**config.mk**
```make
export PLATFORM = sky130hd
export DESIGN_NAME = wshb_arbiter
export DESIGN_NICKNAME = d
export VERILOG_FILES = /design/src/rtl/wshb_arbiter.sv
export SDC_FILE = /design/constraint.sdc
export NUM_CORES = 1
export LEC_CHECK = 0
export ABC_AREA = 0
export BUFFER_PORTS_ARGS = -buffer_cell sky130_fd_sc_hd__buf_2
export CORE_AREA = 3 3 123 125
export DETAILED_ROUTE_END_ITERATION = 12
export DIE_AREA = 0 0 126 128
export GPL_TIMING_DRIVEN = 0
export SYNTH_ARGS = -nofsm -noshare
export SYNTH_HDL_FRONTEND = slang
export SYNTH_SLANG_ARGS = --single-unit
```
**constraint.sdc**
```tcl
create_clock -name clk -period 2.4 [get_ports clk]
set_input_delay 0.48 -clock clk [delete_from_list [all_inputs] [get_ports clk]]
set_output_delay 0.48 -clock clk [all_outputs]
set_load 0.01 [all_outputs]
```
**src/rtl/wshb_arbiter.sv**
```systemverilog
// wshb_arbiter: two Wishbone masters share one slave port, round-robin, grant held for a whole cyc.
// Define ARB_BURST_LIMIT_EN to preempt an owner after MAX_BURST acks while the other master waits.
//   state | meaning
//   IDLE  | no owner, slave strobes low
//   OWN0  | master 0 drives the slave
//   OWN1  | master 1 drives the slave
module wshb_arbiter #(
  parameter int ADR_W     = 32,
  parameter int DAT_W     = 32,
  parameter int MAX_BURST = 64
) (
  input  logic               clk,
  input  logic               rst,
  input  logic               m0_cyc,
  input  logic               m0_stb,
  input  logic               m0_we,
  input  logic [ADR_W-1:0]   m0_adr,
  input  logic [DAT_W/8-1:0] m0_sel,
  input  logic [DAT_W-1:0]   m0_dat_ms,
  output logic [DAT_W-1:0]   m0_dat_sm,
  output logic               m0_ack,
  output logic               m0_rty,
  input  logic               m1_cyc,
  input  logic               m1_stb,
  input  logic               m1_we,
  input  logic [ADR_W-1:0]   m1_adr,
  input  logic [DAT_W/8-1:0] m1_sel,
  input  logic [DAT_W-1:0]   m1_dat_ms,
  output logic [DAT_W-1:0]   m1_dat_sm,
  output logic               m1_ack,
  output logic               m1_rty,
  output logic               s_cyc,
  output logic               s_stb,
  output logic               s_we,
  output logic [ADR_W-1:0]   s_adr,
  output logic [DAT_W/8-1:0] s_sel,
  output logic [DAT_W-1:0]   s_dat_ms,
  input  logic [DAT_W-1:0]   s_dat_sm,
  input  logic               s_ack,
  input  logic               s_rty
);

  typedef enum logic [1:0] {IDLE, OWN0, OWN1} state_t;

  state_t state, state_nxt;
  logic   last, last_nxt;
  logic   preempt0, preempt1;

`ifdef ARB_BURST_LIMIT_EN
  logic [15:0] burst_cnt;
  logic        limit_hit;

  // Preemption is only taken on an ack, so a transfer never straddles owners.
  assign limit_hit = s_ack && (({1'b0, burst_cnt} + 17'd1) >= 17'(MAX_BURST));
  assign preempt0  = limit_hit && m1_cyc;
  assign preempt1  = limit_hit && m0_cyc;

  always_ff @(posedge clk or posedge rst) begin
    if (rst)
      burst_cnt <= '0;
    else if (state_nxt != state)
      burst_cnt <= '0;
    else if (state != IDLE && s_ack && burst_cnt != 16'hFFFF)
      burst_cnt <= burst_cnt + 16'd1;
  end
`else
  localparam int unused_max_burst = MAX_BURST;
  assign preempt0 = 1'b0;
  assign preempt1 = 1'b0;
`endif

  always_comb begin
    state_nxt = state;
    last_nxt  = last;
    case (state)
      IDLE: begin
        if (m0_cyc && m1_cyc)
          state_nxt = last ? OWN0 : OWN1;
        else if (m0_cyc)
          state_nxt = OWN0;
        else if (m1_cyc)
          state_nxt = OWN1;
      end
      OWN0: begin
        if (!m0_cyc || preempt0) begin
          state_nxt = m1_cyc ? OWN1 : IDLE;
          last_nxt  = 1'b0;
        end
      end
      OWN1: begin
        if (!m1_cyc || preempt1) begin
          state_nxt = m0_cyc ? OWN0 : IDLE;
          last_nxt  = 1'b1;
        end
      end
      default: state_nxt = IDLE;
    endcase
  end

  // last resets to 1 so master 0 wins the first tie.
  always_ff @(posedge clk or posedge rst) begin
    if (rst) begin
      state <= IDLE;
      last  <= 1'b1;
    end else begin
      state <= state_nxt;
      last  <= last_nxt;
    end
  end

  always_comb begin
    s_cyc    = 1'b0;
    s_stb    = 1'b0;
    s_we     = 1'b0;
    s_adr    = m0_adr;
    s_sel    = m0_sel;
    s_dat_ms = m0_dat_ms;
    m0_ack   = 1'b0;
    m0_rty   = 1'b0;
    m1_ack   = 1'b0;
    m1_rty   = 1'b0;
    case (state)
      OWN0: begin
        s_cyc  = m0_cyc;
        s_stb  = m0_stb;
        s_we   = m0_we;
        m0_ack = s_ack;
        m0_rty = s_rty;
      end
      OWN1: begin
        s_cyc    = m1_cyc;
        s_stb    = m1_stb;
        s_we     = m1_we;
        s_adr    = m1_adr;
        s_sel    = m1_sel;
        s_dat_ms = m1_dat_ms;
        m1_ack   = s_ack;
        m1_rty   = s_rty;
      end
      default: ;
    endcase
  end

  assign m0_dat_sm = s_dat_sm;
  assign m1_dat_sm = s_dat_sm;

endmodule

```
* After elaboration in Yosys (flattened, before gate mapping)
Index checks and enable logic that the tools add are counted.
** Cells by class
- Eq/ne operators :: 5
- Shifts and indexed selects :: 0
- Reductions and logical operators :: 5
- Bitwise logic cells :: 0
- Divide/modulo/power cells :: 0
- $mul :: 0
- Magnitude comparators :: 0
- Add/sub/neg operators :: 0
- Muxes and demuxes :: 22
** Operator list (count)
- 32-bit two-way mux :: 2
- 2-bit two-way mux :: 7
- 1-bit one-hot mux with 2 select lines :: 4
- 1-bit two-way mux :: 7
- 2-bit one-hot mux with 3 select lines :: 1
- 3-bit AND reduction :: 2
- 4-bit two-way mux :: 1
- 2-bit inequality test (second input constant) :: 2
- 4-bit inequality test (second input constant) :: 1
- 2-bit by 1-bit equality test with 1-bit output (second input constant) :: 1
- 2-bit equality test (second input constant) :: 1
- 2-bit logical NOT :: 1
- 2-bit nonzero test :: 1
- 1-bit logical AND :: 1
** Storage, ports and cells
- Memories :: 0
- Logic and storage cells :: 34
- Bits in writable memories :: 0
- ROM bits :: 0
- Bits in latches :: 0
- Input port bits :: 178
- Register bits after elaboration :: 3
- Output and inout bits :: 139

* Depth between registers and ports, before layout
- Word-level depth :: 4
- Mapped depth :: 6
- Gate-level depth less buffers :: 5

* Worst setup path after synthesis
Ideal clock, no wire load.
- Path kind :: reg2out
- Start point :: register state[0]
- End point :: output s_adr[0]
- Data required time :: 1.920 ns
- Path slack :: 0.505 ns
- Data arrival time :: 1.415 ns
- Cell stages (with the launch flop) :: 6
- Cells stage by stage :: dfrtp_1 inv_1 ha_1 clkbuf_1 buf_2 mux2_2
** On the way
- Cells in the longest elaborated chain, start to end :: 2
** Ends and longest elaborated chain
- start, declared :: RTL line 45 : state_t state, state_nxt;
- start signal, assigned :: RTL line 106 : state <= state_nxt;
- 2-bit equality test :: RTL line 122 : case (state)
- 32-bit two-way mux :: RTL line 122
- end, declared :: RTL line 35 : output logic [ADR_W-1:0] s_adr,
No other way between the ends.

* Worst setup path after layout
- Start point :: register state[0]
- End point :: output s_dat_ms[7]
** On the way
- Cells in the longest elaborated chain, start to end :: 2
** Ends and longest elaborated chain
- 2-bit equality test :: RTL line 122
- 32-bit two-way mux :: RTL line 122
- end, declared :: RTL line 37 : output logic [DAT_W-1:0] s_dat_ms,
No other way between the ends.

==> summary.txt <==
Power and ir drop
  – Comb power frac: 84.7%
  – Sequential Power Share: 4.4%
  – Maximum vdd drop: 0.000192 V
  – Internal power: 1.37 mW
  – Clock power frac: between 10% and 20%
  – P_sw: 1.05 mW
  – Pwr dens: 720 nW/µm²
  – Lkg Pwr: 1.92 nW
  – Sw Ratio: between 40% and 50%

Die
  – Num rows: 43
  – Die Y-Extent: around 130 µm
  – Core Region: 14000 µm²
  – Num ports: 317
  – Die footprint: 16100 µm²
  – Die Span X: 126 µm
  – Starting Density: 11.6%

Setup path
  – WP data arrival: 1.82 ns
  – Critical Path RT: between 1.5 and 2 ns
  – Reg2Reg Capture Point: state[1]
  – CP Class: flip-flop to output port
  – Critical Path Sink: s_dat_ms[7]
  – Setup slack of the most critical reg-to-reg path: between 0.5 and 0.6 ns
  – Origin of the critical flop-to-flop path: state[1]
  – Worst Path Max Fanout: 10
  – Crit path capture type: output port
  – Worst R2R Path Depth: 5
  – Crit path launch: state[0]
  – CP startpoint kind: flip-flop

Synthesis
  – Mean Syn Cell Area: just over 9 µm²
  – Post-synthesis sequential area ratio: 4.71%
  – #FFs+latches synth: 3
  – Synth warnings: 0
  – Post-synthesis cell count: 176
  – Synth Cell Area: roughly 1600 µm²
  – Netlist cell types: 25
  – Syn_nets: 359

CTS
  – Postcts setup bufs: 0
  – CTS tree: built
  – Root buffer cell: clkbuf_16
  – CTS Buffer Depth: 2
  – H-tree levels: 1
  – Clk slew on worst S/H paths: 0.03 ns
  – Cts bufs inserted: 3
  – Clock Latency Late Sink: 0.22 ns
  – Clk sinks: 3

STA
  – Max Clk Rate: 0.434 GHz
  – Slew Limit Fails: 0
  – Setup-failing EPs final: 0
  – Final worst slack: 0.0977 ns
  – Hold Violations, Final: 0
  – Relative max-transition margin: a little under 80%
  – Post-layout min period: 2.30 ns
  – Ratio of final minimum period to clock period: approximately 96%
  – Worst-margin pin slew: 0.347 ns
  – Clk_skew: 0.000761 ns
  – RSZ-0062 raised after global routing: false

Final layout
  – Layout fillers: 1572
  – Share of cells above drive strength 1: 93.7%
  – Post-route cell area: 3360 µm²
  – Layout Cells excl Fill: 643
  – Most frequent cells in the layout: buf_2 (289), mux2_2 (68), buf_4 (65)
  – Area growth syn-to-layout: 107%
  – Nets: 647
  – Commonest non-fill, non-tap cell in the layout: buf_2
  – Diode count: 0

Place
  – # port buffers: between 200 and 300
  – Pre-CTS setup slack: -0.185 ns
  – Placed cell area: 3270 µm²
  – GPL Wtd Cong: a little under 0.8
  – Cells after DPL: 640
  – Post-DP HPWL: 8280 µm

Outcome
  – Status: completed

Job
  – Max-cap violations: 0

GRT
  – Vias in the first global route: 2159
  – Global-route wire length before repair: 12100 µm
  – Gr ovfl total: 0
  – Global-route usage over all layers: 9.62%
  – Initial antenna violation count: 0
  – Largest net degree at the start of global routing: 11

Route
  – DRT Pass-1 Iters: 4
  – Mean routed wirelength per cell: between 10 and 15 µm
  – Drc violations: 0
  – Via density: 3.44
  – Total vias in the final route: 2213
  – Detailed Route WL: 8980 µm
  – Antenna-violating nets left: 0
  – Detailed Route Iter0 Violations: a little under 60

Hold path
  – Worst hold-check path type: primary input to async pin
## cell usage after synthesis
cell type / count / share of area, %
a21boi_0: 1 / 0.46
a21oi_1: 2 / 0.62
a22o_1: 1 / 0.54
a22oi_1: 2 / 0.93
a31oi_1: 1 / 0.39
and2_1: 2 / 0.77
and2_2: 3 / 1.4
buf_2: 7 / 2.2
buf_4: 64 / 30
clkbuf_1: 1 / 0.23
dfrtp_1: 2 / 3.1
dfstp_2: 1 / 1.6
ha_1: 5 / 3.9
inv_1: 4 / 0.93
mux2_2: 68 / 47
mux2_4: 1 / 0.93
nand2_1: 1 / 0.23
nand2b_1: 2 / 0.77
nand3b_1: 1 / 0.46
nor2b_1: 2 / 0.77
nor3b_1: 1 / 0.46
o21ai_0: 1 / 0.31
o22a_1: 1 / 0.54
o41ai_2: 1 / 1.0
or2_4: 1 / 0.54
## metrics by stage
step,util (%),hold slack (ns),power (mW),setup TNS (ns)
floorplan,-,0.233,1.36,0
global placement,23.3,0.380,2.16,-7.87
detailed placement,23.3,0.378,2.16,-8.06
CTS,24.0,0.143,2.46,0
global route,24.0,0.149,2.60,0
finish,24.0,0.139,2.42,0
## area by class of cell
cell class                 count  area (µm²)  share of cell area [%]
inverter                       4        15.0                   0.447
multi-input combinational     97        1020                    30.4
timing repair buffer         284        1420                    42.3
sequential                     3        76.3                    2.27
buffer                        71         520                    15.5
tap                          180         225                    6.71
clock buffer                   4        78.8                    2.35
## kinds of logic (layout without fill, tap and decap cells)
logic type / after synthesis / after routing / synth area share, %
AND/OR/NAND/NOR: 13 / 13 / 5.41
buffers and inverters: 76 / 363 / 33.0
multiplexers: 69 / 69 / 48.2
adder cells (fa/ha/maj): 5 / 5 / 3.86
flip-flops: 3 / 3 / 4.71
AO/OA/AOI/OAI: 10 / 10 / 4.79
## power groups by stage
stage | logic (mW) | clock network (mW) | registers [mW]
6_report | 2.05 | 0.264 | 0.107
3_3_place_gp | 2.05 | 0 | 0.103
5_1_grt | 2.21 | 0.276 | 0.111
3_5_place_dp | 2.05 | 0 | 0.103
2_1_floorplan | 1.26 | 0 | 0.0975
4_1_cts | 2.09 | 0.269 | 0.107
## sequential cells by signal (all words and copies together), names as in the netlist
name and count:
state 2, last 1
## worst min path at each step
| stage | startpoint | end | slack [ns] | cells after the start |
|---|---|---|---|---|
| after floorplan | rst | state[0] | 0.23 | 1 |
| after global placement | rst | state[1] | 0.38 | 2 |
| after detailed placement | rst | state[1] | 0.38 | 2 |
| after CTS | rst | state[1] | 0.14 | 2 |
| after global routing | rst | state[1] | 0.15 | 2 |
| final | rst | state[1] | 0.14 | 2 |
## repair_timing
| action | in CTS | in global routing |
|---|---|---|
| gates resized for setup | 2 | 3 |
| gates cloned | 0 | 0 |
| setup endpoints to repair | 70 | 16 |
| hold buffers | 0 | 0 |
## critical path, stage by stage, from the launching register on
cell and delay, ns:
dfrtp_1 0.40, inv_1 0.16, ha_4 0.25, buf_2 0.27
mux2_2 0.38, buf_2 0.15
## routing by layer
layer	vias up	part of all wire, %	global-route usage, %
met1	944	36	10.8
met2	147	52	17.8
met5	-	0	0
met4	0	0.89	2.21
li1	1118	-	-
met3	4	10	2.92
Power figures use the tool's default switching activity.
